$ cat config.mk
export PLATFORM = sky130hd
export DESIGN_NAME = timer_display_decoder
export DESIGN_NICKNAME = d
export VERILOG_FILES = /design/src/rtl/timer_display_decoder.sv
export SDC_FILE = /design/constraint.sdc
export NUM_CORES = 1
export LEC_CHECK = 0
export CAP_MARGIN = 40
export CORE_ASPECT_RATIO = 1.25
export CORE_UTILIZATION = 55
export CTS_CLUSTER_DIAMETER = 200
export CTS_CLUSTER_SIZE = 20
export DETAILED_ROUTE_END_ITERATION = 8
export PLACE_DENSITY = 0.87
export REMOVE_ABC_BUFFERS = 1
export SETUP_SLACK_MARGIN = 0.1
export SYNTH_ARGS = -nofsm -noshare
export SYNTH_HDL_FRONTEND = slang
export SYNTH_SLANG_ARGS = --single-unit
$ cat constraint.sdc
create_clock -name sys_clk -period 8.6 [get_ports sys_clk]
set_input_delay 2.15 -clock sys_clk [delete_from_list [all_inputs] [get_ports sys_clk]]
set_output_delay 2.15 -clock sys_clk [all_outputs]
set_load 0.005 [all_outputs]
$ cat src/rtl/timer_display_decoder.sv
// rtl/timer_display_decoder.sv - converts six active-low 7-segment timer digits back to BCD and elapsed seconds
// Optional feature macro: TIMER_DECODER_AUTO_TRIGGER_EN (re-trigger in IDLE whenever seg_in differs from the last snapshot)

module timer_display_decoder (
  input  logic            sys_clk,
  input  logic            int_reset_b,
  input  logic [5:0][6:0] seg_in,
  input  logic            start,
  input  logic            out_ready,
  output logic            busy,
  output logic            out_valid,
  output logic [18:0]     total_sec,
  output logic [5:0][3:0] bcd_out,
  output logic            err
);

  localparam logic [6:0] SEG_ZERO = 7'b0000001;

  typedef enum logic [1:0] {IDLE, DECODE, DONE} state_t;

  state_t          state_q, state_d;
  logic [2:0]      idx_q, idx_d;
  logic [5:0][6:0] snap_q, snap_d;
  logic [18:0]     acc_q, acc_d;
  logic [18:0]     total_q, total_d;
  logic [5:0][3:0] bcd_q, bcd_d;
  logic            err_q, err_d;
  logic            busy_q, busy_d;
  logic            valid_q, valid_d;

  logic            trigger;
  logic [6:0]      cur_code;
  logic [3:0]      cur_digit;
  logic            cur_inv;
  logic [18:0]     sum;
  logic [18:0]     scaled;

  function automatic logic [4:0] seg_decode(input logic [6:0] code, input logic tens_pos);
    logic [3:0] d;
    logic       inv;
    inv = 1'b0;
    d   = 4'd0;
    case (code)
      7'b0000001: d = 4'd0;
      7'b1001111: d = 4'd1;
      7'b0010010: d = 4'd2;
      7'b0000110: d = 4'd3;
      7'b1001100: d = 4'd4;
      7'b0100100: d = 4'd5;
      7'b0100000: d = 4'd6;
      7'b0001111: d = 4'd7;
      7'b0000000: d = 4'd8;
      7'b0000100: d = 4'd9;
      default:    inv = 1'b1;
    endcase
    if (tens_pos && d > 4'd5) inv = 1'b1;
    if (inv) d = 4'd0;
    return {inv, d};
  endfunction

`ifdef TIMER_DECODER_AUTO_TRIGGER_EN
  logic [5:0][6:0] seg_q, seg_d;

  always_comb seg_d = seg_in;

  always_ff @(posedge sys_clk or negedge int_reset_b) begin
    if (!int_reset_b) seg_q <= {6{SEG_ZERO}};
    else              seg_q <= seg_d;
  end

  assign trigger = start || (seg_q != snap_q);
`else
  assign trigger = start;
`endif

  // Horner step: add the digit, then scale by the ratio to the next lower position.
  always_comb begin
    cur_code = SEG_ZERO;
    for (int i = 0; i < 6; i++) begin
      if (idx_q == 3'(i)) cur_code = snap_q[i];
    end
    {cur_inv, cur_digit} = seg_decode(cur_code, (idx_q == 3'd1) || (idx_q == 3'd3));
    sum = acc_q + {15'd0, cur_digit};
    case (idx_q)
      3'd5, 3'd3, 3'd1: scaled = (sum << 3) + (sum << 1);
      3'd4, 3'd2:       scaled = (sum << 2) + (sum << 1);
      default:          scaled = sum;
    endcase
  end

  always_comb begin
    state_d = state_q;
    idx_d   = idx_q;
    snap_d  = snap_q;
    acc_d   = acc_q;
    total_d = total_q;
    bcd_d   = bcd_q;
    err_d   = err_q;
    busy_d  = busy_q;
    valid_d = valid_q;
    case (state_q)
      IDLE: begin
        if (trigger) begin
          state_d = DECODE;
          snap_d  = seg_in;
          acc_d   = 19'd0;
          err_d   = 1'b0;
          idx_d   = 3'd5;
          busy_d  = 1'b1;
        end
      end
      DECODE: begin
        // Index wraps from 0 to 7 after the last digit; that cycle publishes the result.
        if (idx_q == 3'd7) begin
          total_d = acc_q;
          state_d = DONE;
          busy_d  = 1'b0;
          valid_d = 1'b1;
        end else begin
          acc_d = scaled;
          err_d = err_q | cur_inv;
          idx_d = idx_q - 3'd1;
          for (int i = 0; i < 6; i++) begin
            if (idx_q == 3'(i)) bcd_d[i] = cur_digit;
          end
        end
      end
      DONE: begin
        if (out_ready) begin
          state_d = IDLE;
          valid_d = 1'b0;
        end
      end
      default: state_d = IDLE;
    endcase
  end

  always_ff @(posedge sys_clk or negedge int_reset_b) begin
    if (!int_reset_b) begin
      state_q <= IDLE;
      idx_q   <= 3'd0;
      snap_q  <= {6{SEG_ZERO}};
      acc_q   <= 19'd0;
      total_q <= 19'd0;
      bcd_q   <= '0;
      err_q   <= 1'b0;
      busy_q  <= 1'b0;
      valid_q <= 1'b0;
    end else begin
      state_q <= state_d;
      idx_q   <= idx_d;
      snap_q  <= snap_d;
      acc_q   <= acc_d;
      total_q <= total_d;
      bcd_q   <= bcd_d;
      err_q   <= err_d;
      busy_q  <= busy_d;
      valid_q <= valid_d;
    end
  end

  assign busy      = busy_q;
  assign out_valid = valid_q;
  assign total_sec = total_q;
  assign bcd_out   = bcd_q;
  assign err       = err_q;

endmodule
==> impl_metrics.py <==
metrics = {
    "global_route": {
        "grt_pass1_wl_um": 29400,
        "grt_overflow": 0,
        "grt_max_degree": 58,
        "antenna_found_initial": 0,
        "grt_pass1_vias": 6067,
        "grt_usage_pct": 28.8,
    },
    "logic_synthesis": {
        "async_flop_share_pct": 100,
        "synth_common_cells": "nand2_1 (154), dfrtp_1 (106), a21oi_1 (54)",
        "netlist.top_cell.by_area": "dfrtp_1",
        "synthesis.area_um2": 7020,
        "yosysMostFrequentCell": "nand2_1",
        "ys_ff_latch": 112,
        "synth_area_per_cell_um2": 9.20,
        "synth_cells": 763,
        "synth.top_cell.area_share_pct": 37.8,
        "ys_types": 71,
        "synth_ff_type": "dfrtp_1",
        "yosysWarnings": 0,
        "synth_area_leaders": "dfrtp_1 (38%), nand2_1 (8.2%), ha_1 (7.3%), a21oi_1 (3.9%), mux2_2 (3.7%)",
        "synth_edf_count": 0,
        "yosysSeqAreaShare_pct": 40.0,
    },
    "cells_and_area": {
        "nets": 929,
        "layout-drive-gt1-share_pct": 7.82,
        "syn2layout_area_growth_pct": 18.9,
        "n_antenna_cell": 0,
    },
    "sta": {
        "finalCriticalPeriod_ps": 7500,
        "timing.slew.headroom_pct": 38.2,
        "worst_clock_skew_ps": 11.9,
        "slew_viol_final": 0,
        "finalHoldWorstSlack_ps": 471,
        "finalHoldViolCount": 0,
        "setup_viol": 0,
        "fmax_mhz": 133,
        "worst_slew_pin_slew_ps": 927,
        "fin_crit_sh_pct": 87.2,
        "rsz0062_at_grt": "no",
        "fin_tns_setup_ps": 0,
    },
    "die": {
        "die_w_um": 103,
        "ios": 92,
        "die_area_um2": 13200,
        "placementRows": 45,
        "core_um2": 12300,
        "initial_core_util_pct": 57.2,
        "die_y_um": 128,
    },
    "route": {
        "dr.pass1.iters": 5,
        "route.detailed.wl_per_inst_um": 18.0,
        "viasPerCell": 6.06,
        "drtAntennaViolNets": 0,
        "drc_errors": 0,
        "drtIter0Drc": 514,
        "routed_wl_um": 18100,
        "num_vias": 6112,
    },
    "cts": {
        "cts_buffer_depth": 2,
        "hold_buffers": 0,
        "cts_buffers": 9,
        "cts_setup_buffers": 0,
        "cts_tree": "yes",
        "ctsResizeCount": 0,
        "clk_pin_slew_ps": 80,
        "htreeDepth": 3,
        "clk_latency_ps": 360,
        "cts_root_buffer": "clkbuf_16",
        "cts_sinks": 112,
    },
    "critical_path": {
        "slowest_stage": "ha_1",
        "r2r-end": "acc_q[18]",
        "r2r_start": "idx_q[1]",
        "critical-path-max-stage-delay_ps": 690,
        "cp.required_ps": 8830,
        "cp_top_family": "compound AO/OA/AOI/OAI gates",
        "path_class": "reg2reg",
        "rr_worst_depth": 25,
        "r2r_setup_slack_ps": 1100,
        "critPathMaxFanout": 25,
        "crit_path_start_kind": "register",
        "end_kind": "register",
        "crit_buf_inv": 2,
        "cp.arrival_ps": 7730,
    },
    "min_path": {
        "hold_path_end": "snap_q[21]",
        "hold_depth": 2,
        "hp-start": "snap_q[21]",
        "holdCritPathClass": "reg2reg",
    },
    "place": {
        "hpwl_um": 13000,
        "routabilityCongestion": 1.03,
        "port_buffers": 91,
    },
    "power_and_ir_drop": {
        "p_per_area_nw_per_um2": 420,
        "leakage_nw": 3.84,
        "worst_ir_drop_vdd_mv": 0.213,
    },
    "run_status": {
        "outcome": "finished clean",
    },
    "job": {
        "cap_violations": 0,
    },
}
-- worst min-delay path: stages (launching register included) --
cell and delay [ps]:
dfstp_2 370, nand2_1 50, nand2_1 50
-- per-stage QoR --
step | instances | area (µm²) | utilization [%] | setup WS (ps) | total power [mW]
after floorplan | 727 | 6870 | - | 2000 | 2.37
after global placement | 991 | 8060 | 65.6 | 1660 | 2.98
after detailed placement | 992 | 8060 | 65.7 | 1450 | 3.04
after CTS | 1008 | 8350 | 68.0 | 1280 | 3.47
after global routing | 1008 | 8350 | 68.0 | 625 | 3.75
final | 1008 | 8350 | 68.0 | 1100 | 3.50
-- per-layer routing --
| metal | up-vias | routed length, µm | share of wire [%] | global-route usage (%) |
|---|---|---|---|---|
| li1 | 2876 | - | - | - |
| met1 | 2916 | 7110 | 39 | 34.0 |
| met2 | 255 | 9200 | 51 | 50.0 |
| met3 | 65 | 1080 | 6.0 | 4.63 |
| met4 | 0 | 732 | 4.0 | 14.7 |
| met5 | - | 0 | 0 | 0 |
-- worst max path at each step --
stage / from / to / slack, ps / depth (start not counted)
after global placement: idx_q[1] / acc_q[18] / 1660 / 25
after CTS: idx_q[1] / acc_q[18] / 1280 / 25
after floorplan: idx_q[1] / acc_q[18] / 2000 / 24
after global routing: idx_q[1] / acc_q[18] / 630 / 25
after detailed placement: idx_q[1] / acc_q[18] / 1450 / 25
final: idx_q[1] / acc_q[18] / 1100 / 25
-- logic make-up after synthesis --
logic type	after synthesis	synth area share (%)
adder cells (fa/ha/maj)	44	8.16
AND/OR/NAND/NOR	273	17.8
multiplexers	46	7.31
flip-flops	112	40.0
buffers and inverters	55	3.08
AO/OA/AOI/OAI	193	18.6
XOR/XNOR	40	4.99
-- placed cells by master, fill, tap and decap left out, drive strengths merged, types with 10 or more instances in the layout --
cell and count:
clkbuf 11, xnor2 21, xor2 19, inv 16, nand2 154, a22oi 13, a21oi 56, nand3 16
nor2 32, mux2 42, ha 41, dfrtp 106, clkdlybuf4s50 90, buf 11, o21ai 41, a21o 11
and3 10
-- final cells by class --
class	instances	area [µm²]
clock buffers	11	243
clock inverters	5	40.0
fillers	971	3930
inverters	19	71.3
multi-input cells	596	3990
flip-flops and latches	112	2810
well taps	164	205
repair buffers	101	983
-- power by group --
group          total, mW  leakage, nW  switching (mW)  internal, mW
combinational       2.13         2.28            1.20         0.930
sequential         0.961         1.42           0.195         0.766
clock              0.408        0.140           0.201         0.208
-- registers in the layout (all words and copies together) (netlist names) --
signal	count
idx_q	3
acc_q	19
busy	1
err	1
snap_q	42
bcd_out	24
out_valid	1
total_sec	19
state_q	2
Note: power is estimated with default switching activity, not from simulation.
